$ cat src/rtl/img_mem_arbiter_pkg.sv
// Shared types and widths for the image RAM arbiter (display / clear / loader).
package img_mem_arbiter_pkg;

    localparam int IMG_ADDR_W = 16;
    localparam int IMG_DATA_W = 8;

    typedef enum logic {
        ARB_IDLE  = 1'b0,
        ARB_CLEAR = 1'b1
    } arb_state_t;

    typedef enum logic [1:0] {
        GNT_NONE  = 2'd0,
        GNT_DISP  = 2'd1,
        GNT_CLEAR = 2'd2,
        GNT_LOAD  = 2'd3
    } gnt_t;

endpackage

$ cat src/rtl/img_mem_arbiter_if.sv
// Display fetch, loader write and RAM macro signals of the image RAM arbiter.
interface img_mem_arbiter_if
    import img_mem_arbiter_pkg::*;
#(
    parameter int ADDR_W = IMG_ADDR_W,
    parameter int DATA_W = IMG_DATA_W
);

    logic              disp_req_i;
    logic [ADDR_W-1:0] disp_addr_i;
    logic [DATA_W-1:0] disp_data_o;
    logic              disp_valid_o;
    logic              wr_valid_i;
    logic              wr_ready_o;
    logic [ADDR_W-1:0] wr_addr_i;
    logic [DATA_W-1:0] wr_data_i;
    logic              mem_en_o;
    logic              mem_we_o;
    logic [ADDR_W-1:0] mem_addr_o;
    logic [DATA_W-1:0] mem_wdata_o;
    logic [DATA_W-1:0] mem_rdata_i;

    modport master (
        input  disp_req_i, disp_addr_i, wr_valid_i, wr_addr_i, wr_data_i, mem_rdata_i,
        output disp_data_o, disp_valid_o, wr_ready_o,
        output mem_en_o, mem_we_o, mem_addr_o, mem_wdata_o
    );

    modport slave (
        output disp_req_i, disp_addr_i, wr_valid_i, wr_addr_i, wr_data_i, mem_rdata_i,
        input  disp_data_o, disp_valid_o, wr_ready_o,
        input  mem_en_o, mem_we_o, mem_addr_o, mem_wdata_o
    );

endinterface

$ cat src/rtl/img_mem_arbiter_clear_seq.sv
// Clear address walker with last-address detect and a one-cycle done pulse.
// Only instantiated when IMG_ARB_CLEAR_EN is defined.
module img_clear_seq
    import img_mem_arbiter_pkg::*;
#(
    parameter int ADDR_W = IMG_ADDR_W
) (
    input  logic              clk_i,
    input  logic              rst_i,
    input  logic              start_i,
    input  logic              step_i,
    output logic [ADDR_W-1:0] addr_o,
    output logic              last_o,
    output logic              done_o
);

    logic [ADDR_W-1:0] addr_q, addr_d;
    logic              done_q, done_d;

    assign last_o = (addr_q == {ADDR_W{1'b1}});
    assign addr_o = addr_q;
    assign done_o = done_q;

    // Next address: restart on start, advance on each granted clear write, stop after the top word.
    always_comb begin
        addr_d = addr_q;
        done_d = 1'b0;
        if (start_i) begin
            addr_d = {ADDR_W{1'b0}};
        end else if (step_i) begin
            done_d = last_o;
            if (last_o) begin
                addr_d = {ADDR_W{1'b0}};
            end else begin
                addr_d = addr_q + {{(ADDR_W-1){1'b0}}, 1'b1};
            end
        end else begin
            addr_d = addr_q;
        end
    end

    // Counter and done pulse registers.
    always_ff @(posedge clk_i) begin
        if (rst_i) begin
            addr_q <= {ADDR_W{1'b0}};
            done_q <= 1'b0;
        end else begin
            addr_q <= addr_d;
            done_q <= done_d;
        end
    end

endmodule

$ cat src/rtl/img_mem_arbiter.sv
// Single-port image RAM arbiter: display reads (never stalled) > clear engine > loader writes.
// The clear engine is built only when IMG_ARB_CLEAR_EN is defined.
module img_mem_arbiter
    import img_mem_arbiter_pkg::*;
#(
    parameter int                ADDR_W    = IMG_ADDR_W,
    parameter int                DATA_W    = IMG_DATA_W,
    parameter logic [DATA_W-1:0] CLEAR_VAL = {DATA_W{1'b0}}
) (
    input  logic                clk_i,
    input  logic                rst_i,
    img_mem_arbiter_if.master   bus,
    input  logic                clr_start_i,
    output logic                busy_o,
    output logic                clr_done_o
);

    logic              clear_active_s;
    logic [ADDR_W-1:0] clr_addr_s;
    logic              wr_ready_s;
    gnt_t              gnt_s;

    logic              mem_en_q, mem_en_d;
    logic              mem_we_q, mem_we_d;
    logic [ADDR_W-1:0] mem_addr_q, mem_addr_d;
    logic [DATA_W-1:0] mem_wdata_q, mem_wdata_d;
    logic              rd_issue_q, rd_issue_d;
    logic              rd_ret_q, rd_ret_d;
    logic              disp_valid_q, disp_valid_d;
    logic [DATA_W-1:0] disp_data_q, disp_data_d;

`ifdef IMG_ARB_CLEAR_EN
    arb_state_t state_q, state_d;
    logic       clr_start_s;
    logic       clr_step_s;
    logic       clr_last_s;
    logic       clr_done_s;

    assign clear_active_s = (state_q == ARB_CLEAR);
    assign clr_start_s    = (state_q == ARB_IDLE) & clr_start_i;
    assign clr_step_s     = clear_active_s & ~bus.disp_req_i;

    img_clear_seq #(
        .ADDR_W (ADDR_W)
    ) u_clear_seq (
        .clk_i   (clk_i),
        .rst_i   (rst_i),
        .start_i (clr_start_s),
        .step_i  (clr_step_s),
        .addr_o  (clr_addr_s),
        .last_o  (clr_last_s),
        .done_o  (clr_done_s)
    );

    // Clear FSM next state; leaves CLEAR once the top address write is granted.
    always_comb begin
        state_d = state_q;
        case (state_q)
            ARB_IDLE: begin
                if (clr_start_i) begin
                    state_d = ARB_CLEAR;
                end else begin
                    state_d = ARB_IDLE;
                end
            end
            ARB_CLEAR: begin
                if (clr_step_s && clr_last_s) begin
                    state_d = ARB_IDLE;
                end else begin
                    state_d = ARB_CLEAR;
                end
            end
            default: state_d = ARB_IDLE;
        endcase
    end

    // Clear FSM state register.
    always_ff @(posedge clk_i) begin
        if (rst_i) begin
            state_q <= ARB_IDLE;
        end else begin
            state_q <= state_d;
        end
    end

    assign busy_o     = clear_active_s;
    assign clr_done_o = clr_done_s;
`else
    logic unused_clr_start_s;

    assign unused_clr_start_s = clr_start_i;
    assign clear_active_s     = 1'b0;
    assign clr_addr_s         = {ADDR_W{1'b0}};
    assign busy_o             = 1'b0;
    assign clr_done_o         = 1'b0;
`endif

    assign wr_ready_s     = ~bus.disp_req_i & ~clear_active_s;
    assign bus.wr_ready_o = wr_ready_s;

    // Fixed priority grant for this cycle.
    always_comb begin
        gnt_s = GNT_NONE;
        if (bus.disp_req_i) begin
            gnt_s = GNT_DISP;
        end else if (clear_active_s) begin
            gnt_s = GNT_CLEAR;
        end else if (bus.wr_valid_i && wr_ready_s) begin
            gnt_s = GNT_LOAD;
        end else begin
            gnt_s = GNT_NONE;
        end
    end

    // RAM port command; address and write data hold on cycles without a grant.
    always_comb begin
        mem_en_d    = 1'b0;
        mem_we_d    = 1'b0;
        mem_addr_d  = mem_addr_q;
        mem_wdata_d = mem_wdata_q;
        rd_issue_d  = 1'b0;
        case (gnt_s)
            GNT_DISP: begin
                mem_en_d   = 1'b1;
                mem_addr_d = bus.disp_addr_i;
                rd_issue_d = 1'b1;
            end
            GNT_CLEAR: begin
                mem_en_d    = 1'b1;
                mem_we_d    = 1'b1;
                mem_addr_d  = clr_addr_s;
                mem_wdata_d = CLEAR_VAL;
            end
            GNT_LOAD: begin
                mem_en_d    = 1'b1;
                mem_we_d    = 1'b1;
                mem_addr_d  = bus.wr_addr_i;
                mem_wdata_d = bus.wr_data_i;
            end
            GNT_NONE: begin
                mem_en_d = 1'b0;
            end
            default: begin
                mem_en_d = 1'b0;
            end
        endcase
    end

    // Read-valid pipe: issue, RAM return, output capture; data holds between results.
    always_comb begin
        rd_ret_d     = rd_issue_q;
        disp_valid_d = rd_ret_q;
        if (rd_ret_q) begin
            disp_data_d = bus.mem_rdata_i;
        end else begin
            disp_data_d = disp_data_q;
        end
    end

    // Port and read pipe registers.
    always_ff @(posedge clk_i) begin
        if (rst_i) begin
            mem_en_q     <= 1'b0;
            mem_we_q     <= 1'b0;
            mem_addr_q   <= {ADDR_W{1'b0}};
            mem_wdata_q  <= {DATA_W{1'b0}};
            rd_issue_q   <= 1'b0;
            rd_ret_q     <= 1'b0;
            disp_valid_q <= 1'b0;
            disp_data_q  <= {DATA_W{1'b0}};
        end else begin
            mem_en_q     <= mem_en_d;
            mem_we_q     <= mem_we_d;
            mem_addr_q   <= mem_addr_d;
            mem_wdata_q  <= mem_wdata_d;
            rd_issue_q   <= rd_issue_d;
            rd_ret_q     <= rd_ret_d;
            disp_valid_q <= disp_valid_d;
            disp_data_q  <= disp_data_d;
        end
    end

    assign bus.mem_en_o     = mem_en_q;
    assign bus.mem_we_o     = mem_we_q;
    assign bus.mem_addr_o   = mem_addr_q;
    assign bus.mem_wdata_o  = mem_wdata_q;
    assign bus.disp_valid_o = disp_valid_q;
    assign bus.disp_data_o  = disp_data_q;

endmodule
$ cat src/flat_wrapper.sv
// flat-port wrapper written by rule: the top's interface ports become plain ports
module img_mem_arbiter_flat import img_mem_arbiter_pkg::*;
#(
    parameter int                ADDR_W    = IMG_ADDR_W,
    parameter int                DATA_W    = IMG_DATA_W,
    parameter logic [DATA_W-1:0] CLEAR_VAL = {DATA_W{1'b0}}
)
  (clk_i, rst_i, clr_start_i, busy_o, clr_done_o, bus_disp_req_i, bus_disp_addr_i, bus_wr_valid_i, bus_wr_addr_i, bus_wr_data_i, bus_mem_rdata_i, bus_disp_data_o, bus_disp_valid_o, bus_wr_ready_o, bus_mem_en_o, bus_mem_we_o, bus_mem_addr_o, bus_mem_wdata_o);
  img_mem_arbiter_if #(.ADDR_W(ADDR_W), .DATA_W(DATA_W)) bus_i ();
  input  logic clk_i;
  input  logic rst_i;
  input  logic clr_start_i;
  output logic busy_o;
  output logic clr_done_o;
  input wire logic [$bits(bus_i.disp_req_i)-1:0] bus_disp_req_i;
  input wire logic [$bits(bus_i.disp_addr_i)-1:0] bus_disp_addr_i;
  input wire logic [$bits(bus_i.wr_valid_i)-1:0] bus_wr_valid_i;
  input wire logic [$bits(bus_i.wr_addr_i)-1:0] bus_wr_addr_i;
  input wire logic [$bits(bus_i.wr_data_i)-1:0] bus_wr_data_i;
  input wire logic [$bits(bus_i.mem_rdata_i)-1:0] bus_mem_rdata_i;
  output wire logic [$bits(bus_i.disp_data_o)-1:0] bus_disp_data_o;
  output wire logic [$bits(bus_i.disp_valid_o)-1:0] bus_disp_valid_o;
  output wire logic [$bits(bus_i.wr_ready_o)-1:0] bus_wr_ready_o;
  output wire logic [$bits(bus_i.mem_en_o)-1:0] bus_mem_en_o;
  output wire logic [$bits(bus_i.mem_we_o)-1:0] bus_mem_we_o;
  output wire logic [$bits(bus_i.mem_addr_o)-1:0] bus_mem_addr_o;
  output wire logic [$bits(bus_i.mem_wdata_o)-1:0] bus_mem_wdata_o;
  assign bus_i.disp_req_i = bus_disp_req_i;
  assign bus_i.disp_addr_i = bus_disp_addr_i;
  assign bus_i.wr_valid_i = bus_wr_valid_i;
  assign bus_i.wr_addr_i = bus_wr_addr_i;
  assign bus_i.wr_data_i = bus_wr_data_i;
  assign bus_i.mem_rdata_i = bus_mem_rdata_i;
  assign bus_disp_data_o = bus_i.disp_data_o;
  assign bus_disp_valid_o = bus_i.disp_valid_o;
  assign bus_wr_ready_o = bus_i.wr_ready_o;
  assign bus_mem_en_o = bus_i.mem_en_o;
  assign bus_mem_we_o = bus_i.mem_we_o;
  assign bus_mem_addr_o = bus_i.mem_addr_o;
  assign bus_mem_wdata_o = bus_i.mem_wdata_o;
  img_mem_arbiter #(.ADDR_W(ADDR_W), .DATA_W(DATA_W), .CLEAR_VAL(CLEAR_VAL)) u_core (.clk_i(clk_i), .rst_i(rst_i), .bus(bus_i), .clr_start_i(clr_start_i), .busy_o(busy_o), .clr_done_o(clr_done_o));
endmodule
$ cat config.mk
export PLATFORM = sky130hd
export DESIGN_NAME = img_mem_arbiter_flat
export DESIGN_NICKNAME = d
export VERILOG_FILES = /design/src/rtl/img_mem_arbiter_pkg.sv /design/src/rtl/img_mem_arbiter_if.sv /design/src/rtl/img_mem_arbiter_clear_seq.sv /design/src/rtl/img_mem_arbiter.sv /design/src/flat_wrapper.sv
export SDC_FILE = /design/constraint.sdc
export NUM_CORES = 1
export LEC_CHECK = 0
export ABC_CLOCK_PERIOD_IN_PS = 1120
export CAP_MARGIN = 20
export CORE_MARGIN = 2
export CORE_UTILIZATION = 36
export CTS_CLUSTER_SIZE = 20
export DETAILED_ROUTE_END_ITERATION = 16
export GPL_ROUTABILITY_DRIVEN = 1
export GPL_TIMING_DRIVEN = 0
export PLACE_DENSITY = 0.85
export SLEW_MARGIN = 20
export SYNTH_ARGS = -nofsm -noshare
export SYNTH_HDL_FRONTEND = slang
export SYNTH_SLANG_ARGS = --single-unit
$ cat constraint.sdc
create_clock -name clk_i -period 1.12 [get_ports clk_i]
set_input_delay 0.168 -clock clk_i [delete_from_list [all_inputs] [get_ports clk_i]]
set_output_delay 0.168 -clock clk_i [all_outputs]
set_load 0.01 [all_outputs]
# == Word level (Yosys, flattened, before mapping) ==
# Index checks and enable logic that the tools add are counted.
# word_totals
register_bits,37
latch_bits,0
ram_bits,0
romBits,0
inputBits,53
out_inout_bits,38
elab_cells,25
mem_count,0
# classes
add_sub_neg,0
multipliers,0
n_div,0
magnitude_cmp,0
n_eq_ne,3
n_shift,0
n_mux,7
bitwise_logic,1
n_reduce_logical,6
# ops
op,count
$pmux 16 s3,1
$pmux 8 s2,1
$eq 2x2->1 const B,2
$mux 2,2
$reduce_bool 3->1,1
$reduce_or 3->1,1
$eq 2x1->1 const B,1
$logic_not 2->1,1
$mux 1,2
$pmux 1 s2,1
$reduce_bool 2->1,1
$reduce_or 2->1,1
$logic_and 1x1->1,1
$not 1->1,1

# == Depth between registers and ports, before layout ==
# Gate-level depths: netlist of the first run.
# logic_depth
word_depth,7
mapped_depth,5
ltp_nobuf,3

# == Worst setup path after synthesis of the first run ==
# OpenSTA, ideal clock, no wires.
# synth_timing
kind,reg-to-reg
startpoint,"register u_core.rd_ret_q, in the netlist u_core.disp_valid_d"
endpoint,"register u_core.disp_data_q[0], in the netlist u_core.bus.disp_data_o[0]"
setup_time_ns,0.128
arrival_ns,0.732
t_required_ns,0.992
setup_slack_ns,0.261
stages_incl_launch_ff,4
path_buffers,1
synth_period_minus_slack_ns,0.859
path_cell_list,dfxtp_1 buf_2 mux2i_1 nor2_1
# synth_rtl
element,line_no,text
"start, declared",img_mem_arbiter.sv:28,"logic rd_ret_q, rd_ret_d;"
"start signal, assigned",img_mem_arbiter.sv:177,rd_ret_q <= rd_ret_d;
"end signal, assigned",img_mem_arbiter.sv:170,disp_data_q <= {DATA_W{1'b0}};
"end signal, assigned",img_mem_arbiter.sv:179,disp_data_q <= disp_data_d;
"end, declared",img_mem_arbiter.sv:30,"logic [DATA_W-1:0] disp_data_q, disp_data_d;"

# == Final worst setup path of the first run ==
# layout_timing
startpoint,"register u_core.mem_addr_q[8], in the netlist u_core.bus.mem_addr_o[8]"
endpoint,output bus_mem_addr_o[8]
# layout_rtl
element,line_no,text
"start, declared",img_mem_arbiter.sv:25,"logic [ADDR_W-1:0] mem_addr_q, mem_addr_d;"
"start signal, assigned",img_mem_arbiter.sv:165,mem_addr_q <= {ADDR_W{1'b0}};
"start signal, assigned",img_mem_arbiter.sv:174,mem_addr_q <= mem_addr_d;
"end, declared",flat_wrapper.sv:26,output wire logic [$bits(bus_i.mem_addr_o)-1:0] bus_mem_addr_o;
# No word-level cell between the ends.

==> results of run 1 <==
[where the power goes]
part | internal (W) | total (W) | switching (W)
registers | 0.00139 | 0.00142 | 0.0000319
clock network | 0.000884 | 0.00133 | 0.000445
logic | 0.000319 | 0.000532 | 0.000212
[metrics by stage]
stage | total power [W] | TNS (ns) | instances | hold slack (ns)
after floorplan | 0.00168 | 0 | 150 | 0.284
after global placement | 0.00203 | -6.44 | 283 | 0.418
after detailed placement | 0.00204 | -7.40 | 283 | 0.430
after CTS | 0.00333 | 0 | 292 | 0.180
after global routing | 0.00343 | 0 | 292 | 0.188
final | 0.00328 | 0 | 292 | 0.180
[placed cells by master (no fill, tap or decap), types with 2 or more instances in the layout]
master and count:
nand2_1 16, dfxtp_1 37, mux2i_1 24, nor2b_1 3, a21oi_1 8, nor2_1 28
clkbuf_8 6, clkdlybuf4s50_1 48, bufinv_16 2, buf_2 6, buf_1 2, dlygate4sd2_1 36
conb_1 2, buf_4 3, a211oi_1 15
[synth_stat cells (all sizes together)]
library cell and count:
nor2b 3, buf 12, a21oi 8, inv 1
mux2i 24, nand2b 1, nand2 16, dfxtp 37
a211oi 16, clkbuf 2, conb 1, nor2 28
[sequential cells by signal, summed over array words and instances (netlist names)]
name                     flops
u_core.bus.mem_we_o          1
u_core.bus.mem_addr_o       16
u_core.rd_issue_q            1
u_core.bus.mem_en_o          1
u_core.bus.disp_valid_o      1
u_core.bus.disp_data_o       8
u_core.disp_valid_d          1
u_core.bus.mem_wdata_o       8
[cell type report]
class	instances	area, sq um	share of cell area [%]
repair buffers	86	808	33.0
flip-flops and latches	37	741	30.2
multi-input cells	98	603	24.6
plain buffers	14	101	4.13
clock buffers	5	68.8	2.81
clock inverters	3	65.1	2.65
well taps	48	60.1	2.45
inverters	1	3.75	0.153
[per-layer routing]
| layer | wire, um | global-route usage (%) | up-vias |
|---|---|---|---|
| li1 | - | - | 686 |
| met1 | 1540 | 20.1 | 627 |
| met2 | 1690 | 29.8 | 59 |
| met3 | 342 | 5.83 | 2 |
| met4 | 19 | 6.89 | 0 |
| met5 | 0 | 0 | - |
[worst paths after layout]
kind / startpoint / end / slack (ns) / cells after the start
worst max-delay path: u_core.bus.mem_addr_o[8]$_SDFFE_PP0P_ / bus_mem_addr_o[8] / 0.05 / 1
worst min-delay path: rst_i / u_core.bus.mem_addr_o[9]$_SDFFE_PP0P_ / 0.18 / 2
worst max register to register: u_core.disp_valid_d$_SDFF_PP0_ / u_core.bus.disp_data_o[5]$_SDFFE_PP0P_ / 0.14 / 3
worst min register to register: u_core.rd_issue_q$_SDFF_PP0_ / u_core.disp_valid_d$_SDFF_PP0_ / 0.44 / 1
[what timing repair did]
item,CTS,global route
resized for setup,40,2
hold endpoints to repair,0,0
endpoints found under the setup margin,45,1
hold buffers,0,0
buffers inserted,1,0
[logic make-up (layout without fill, tap and decap cells)]
family | count (synthesis) | count (layout)
AO/OA/AOI/OAI | 24 | 24
buffers and inverters | 15 | 109
flip-flops | 37 | 37
multiplexers | 24 | 24
other | 1 | 2
AND/OR/NAND/NOR | 48 | 48
==> flow_summary_export.csv, run 1 <==
group,metric,value,unit
setup_path,cp-start-kind,"register",
grt,antenna_found_initial,0,
routing,drt_pass1_iterations,4,
routing,vias_per_cell,4.71,
floorplan,io_pins,91,
sta,fin_skew,0.000680,ns
synth,yosysTopAreaCell,"dfxtp_1",
cts,cts-htree-levels,2,
run_status,status,"finished clean",
grt,grt_pass1_wl,5960,um
routing,final_antenna_net_count,0,
setup_path,crit_slowest_cell,"dfxtp_1",
power,leakage,1.12,nW
sta,fin_crit,1.07,ns
synth,ys_types,17,
floorplan,die_width,67.1,um
synth,seq_area_frac_synth,51.6,%
final_layout,n_antenna_cell,0,
sta,max_clock_freq,936,MHz
synth,synth_compound_area_share,11.5,%
cts,cts.sinks,37,
floorplan,initial_utilization,38.3,%
placed_design,postPlaceCellArea,2350,sq um
cts,clk_latency,0.28,ns
routing,drt-initial-drc-count,38,
synth,synthAdderAreaFrac,0,%
synth,synth_top_family_by_area,"multiplexers",
cts,cts_buffer_depth,2,
synth,synthMuxAreaShare,16.7,%
grt,globalRouteOverflowTotal,0,
cts,root_buffer,"clkbuf_8",
final_layout,final_util,65.5,%
cts,cts_buffers,5,
setup_path,cpLargestDelayFamily,"flip-flops",
cts,clk_pin_slew,0.07,ns
power,vdd_drop_max,0.755,mV
final_layout,final_nets,296,
setup_path,path_cells,"dlygate4sd2_1",
floorplan,core_region_area,3740,sq um
synth,synth_area_per_cell,9.63,sq um
synth,synth_top_area_share,51.6,%
placed_design,io_buffers,85,
run,drv_cap,0,
setup_path,critPathMaxFanout,2,
sta,fin_crit_sh,95.4,%
sta,setup_ws,0.0519,ns
routing,drc,0,
synth,yosys_register_bits,37,
setup_path,crit_arrival,0.90,ns
final_layout,syn_to_final_growth,70.8,%
setup_path,crit_buf_inv,1,
routing,via_count,1374,
power,power.density,1340,nW/um^2
sta,drv_slew,0,
worst_hold_path,hold_path.class,"in2reg",
synth,syn_inst,149,
routing,wirelength,3600,um
synth,synth-xor-area-share,0,%
synth,synth_area,1440,sq um
setup_path,crit_path_end_kind,"output pin",
routing,avgRoutedWirePerCell,12.3,um
sta,rsz0062_at_grt,"no",
final_layout,drive_gt1_share,9.43,%
placed_design,gp_congestion,0.641,
sta,hold_viol,0,
grt,grt_max_degree,13,
floorplan,dieArea,4510,sq um
setup_path,cpPeakStageDelay,0.34,ns
synth,ys_warn_count,0,
floorplan,chipHeight,67.1,um
placed_design,place_hpwl,2680,um
placed_design,place_ws,-0.881,ns
synth,synth-simple-area-share,13.3,%
cts,cts_tree,"built",
synth,synth_area_leaders,"dfxtp_1 (52%), mux2i_1 (17%), a211oi_1 (7.8%), nor2_1 (7.3%), nand2_1 (4.2%)",
floorplan,num_rows,22,
final_layout,fillers,347,
setup_path,required,0.95,ns
sta,setup_viol,0,
grt,grt_usage,17.5,%
grt,grt_pass1_vias,1356,
setup_path,critical_path_class,"reg2out",
final_layout,fin_area,2450,sq um
Power figures use the tool's default switching activity.
==> run 2: changes to the inputs <==
--- a/config.mk
+++ b/config.mk
@@ -13,8 +13,9 @@
 export DETAILED_ROUTE_END_ITERATION = 16
 export GPL_ROUTABILITY_DRIVEN = 1
 export GPL_TIMING_DRIVEN = 0
-export PLACE_DENSITY = 0.85
-export SLEW_MARGIN = 20
+export HOLD_SLACK_MARGIN = 0.05
+export PLACE_DENSITY = 0.8
+export SLEW_MARGIN = 5
 export SYNTH_ARGS = -nofsm -noshare
 export SYNTH_HDL_FRONTEND = slang
 export SYNTH_SLANG_ARGS = --single-unit
==> run 2 against run 1 <==
Fmax shrank 0.18%; clock skew grew 0.00058 ns; non-clock buffer count is the same; critical path type unchanged; critical endpoint is now bus_mem_addr_o[15]; largest power group unchanged.
==> flow_summary_export.csv, run 2 (same netlist as run 1, synthesis figures left out) <==
group,metric,value,unit
grt,grt_pass1_wl,5490,um
sta,fin_crit,1.07,ns
cts,clk_pin_slew,0.07,ns
grt,grt_pass1_vias,1283,
cts,cts-htree-levels,2,
sta,drv_slew,0,
routing,avgRoutedWirePerCell,12.1,um
sta,hold_viol,0,
placed_design,gp_congestion,0.677,
routing,drt-initial-drc-count,49,
floorplan,dieArea,4510,sq um
setup_path,crit_slowest_cell,"dfxtp_1",
run,drv_cap,0,
final_layout,syn_to_final_growth,69.7,%
setup_path,cp-startpoint,"u_core.bus.mem_addr_o[15]$_SDFFE_PP0P_",
floorplan,io_pins,91,
floorplan,initial_utilization,38.3,%
setup_path,cpPeakStageDelay,0.35,ns
sta,fin_skew,0.00126,ns
cts,holdBufCountCts,0,
power,vdd_drop_max,1.08,mV
floorplan,die_width,67.1,um
run_status,status,"finished clean",
routing,via_count,1328,
setup_path,reg2reg_from,"u_core.disp_valid_d$_SDFF_PP0_",
setup_path,required,0.95,ns
power,leakage,1.11,nW
routing,vias_per_cell,4.55,
setup_path,cpLargestDelayFamily,"flip-flops",
sta,max_clock_freq,935,MHz
final_layout,final_common_cell,"clkdlybuf4s50_1",
worst_hold_path,holdCritStartpoint,"rst_i",
setup_path,cp-start-kind,"register",
cts,cts_tree,"built",
grt,antenna_found_initial,0,
cts,root_buffer,"clkbuf_8",
cts,clk_latency,0.28,ns
setup_path,critical_path_class,"reg2out",
final_layout,drive_gt1_share,9.02,%
floorplan,chipHeight,67.1,um
setup_path,crit_arrival,0.90,ns
final_layout,n_antenna_cell,0,
worst_hold_path,hold_path.class,"in2reg",
sta,fin_crit_sh,95.5,%
setup_path,path_cells,"dlygate4sd2_1",
routing,drc,0,
sta,setup_viol,0,
floorplan,num_rows,22,
setup_path,crit_path_end_kind,"output pin",
sta,finalSetupTns,0,ns
setup_path,crit_buf_inv,1,
routing,final_antenna_net_count,0,
final_layout,instances_no_fill,292,
routing,drt_pass1_iterations,4,
placed_design,dp.cells,283,
placed_design,io_buffers,85,
cts,cts.sinks,37,
floorplan,core_region_area,3740,sq um
sta,rsz0062_at_grt,"no",
grt,globalRouteOverflowTotal,0,
grt,grt_max_degree,12,
placed_design,place_hpwl,2580,um
cts,cts_buffers,5,
cts,cts_buffer_depth,2,
final_layout,final_nets,296,
final_layout,largest_reg_flops,16,
routing,wirelength,3520,um
power,power.density,1280,nW/um^2
grt,grt_usage,16.1,%
setup_path,critPathMaxFanout,2,
final_layout,mostFrequentLayoutCells,"clkdlybuf4s50_1 (48), dfxtp_1 (37), dlygate4sd2_1 (35)",
[run 2: layout make-up]
type | instances | area [sq um]
Clock inverter | 1 | 30.0
Multi-Input combinational cell | 98 | 603
Timing Repair Buffer | 86 | 810
Sequential cell | 37 | 741
Fill cell | 345 | 1310
Buffer | 14 | 101
Clock buffer | 7 | 86.3
Tap cell | 48 | 60.1
Inverter | 1 | 3.75
[run 2: through the flow]
| step | setup slack, ns | area [sq um] | hold WS [ns] | utilization (%) | total power (W) |
|---|---|---|---|---|---|
| after global routing | 0.00733 | 2430 | 0.207 | 65.0 | 0.00326 |
| after global placement | -0.877 | 2350 | 0.418 | 62.8 | 0.00203 |
| final | 0.0500 | 2430 | 0.188 | 65.0 | 0.00312 |
| after detailed placement | -0.830 | 2350 | 0.446 | 62.8 | 0.00204 |
| after floorplan | 0.261 | 1440 | 0.284 | - | 0.00168 |
| after CTS | 0.0109 | 2440 | 0.193 | 65.1 | 0.00316 |
[run 2: path summary, 6_finish.rpt]
check / end / depth (start not counted) / slack, ns
setup / recovery: bus_mem_addr_o[15] / 1 / 0.05
hold / removal: u_core.bus.disp_valid_o$_SDFF_PP0_ / 2 / 0.19
setup reg to reg: u_core.bus.disp_data_o[1]$_SDFFE_PP0P_ / 3 / 0.15
hold reg to reg: u_core.bus.mem_wdata_o[3]$_SDFFE_PP0N_ / 2 / 0.45
[run 2: layer usage]
| metal | vias up | track usage [%] | part of all wire (%) |
|---|---|---|---|
| li1 | 686 | - | - |
| met5 | - | 0 | 0 |
| met2 | 55 | 27.5 | 49 |
| met3 | 5 | 6.50 | 10 |
| met1 | 582 | 18.0 | 40 |
| met4 | 0 | 5.87 | 0.88 |
[run 2: report_power, final]
group | internal, W | switching [W]
combinational | 0.000320 | 0.000213
clock | 0.000725 | 0.000440
sequential | 0.00139 | 0.0000307
total | 0.00244 | 0.000684
[run 2: what timing repair did]
item                       in CTS  in global routing
resized for setup              40                  3
setup endpoints to repair      44                  2
buffers inserted                1                  0
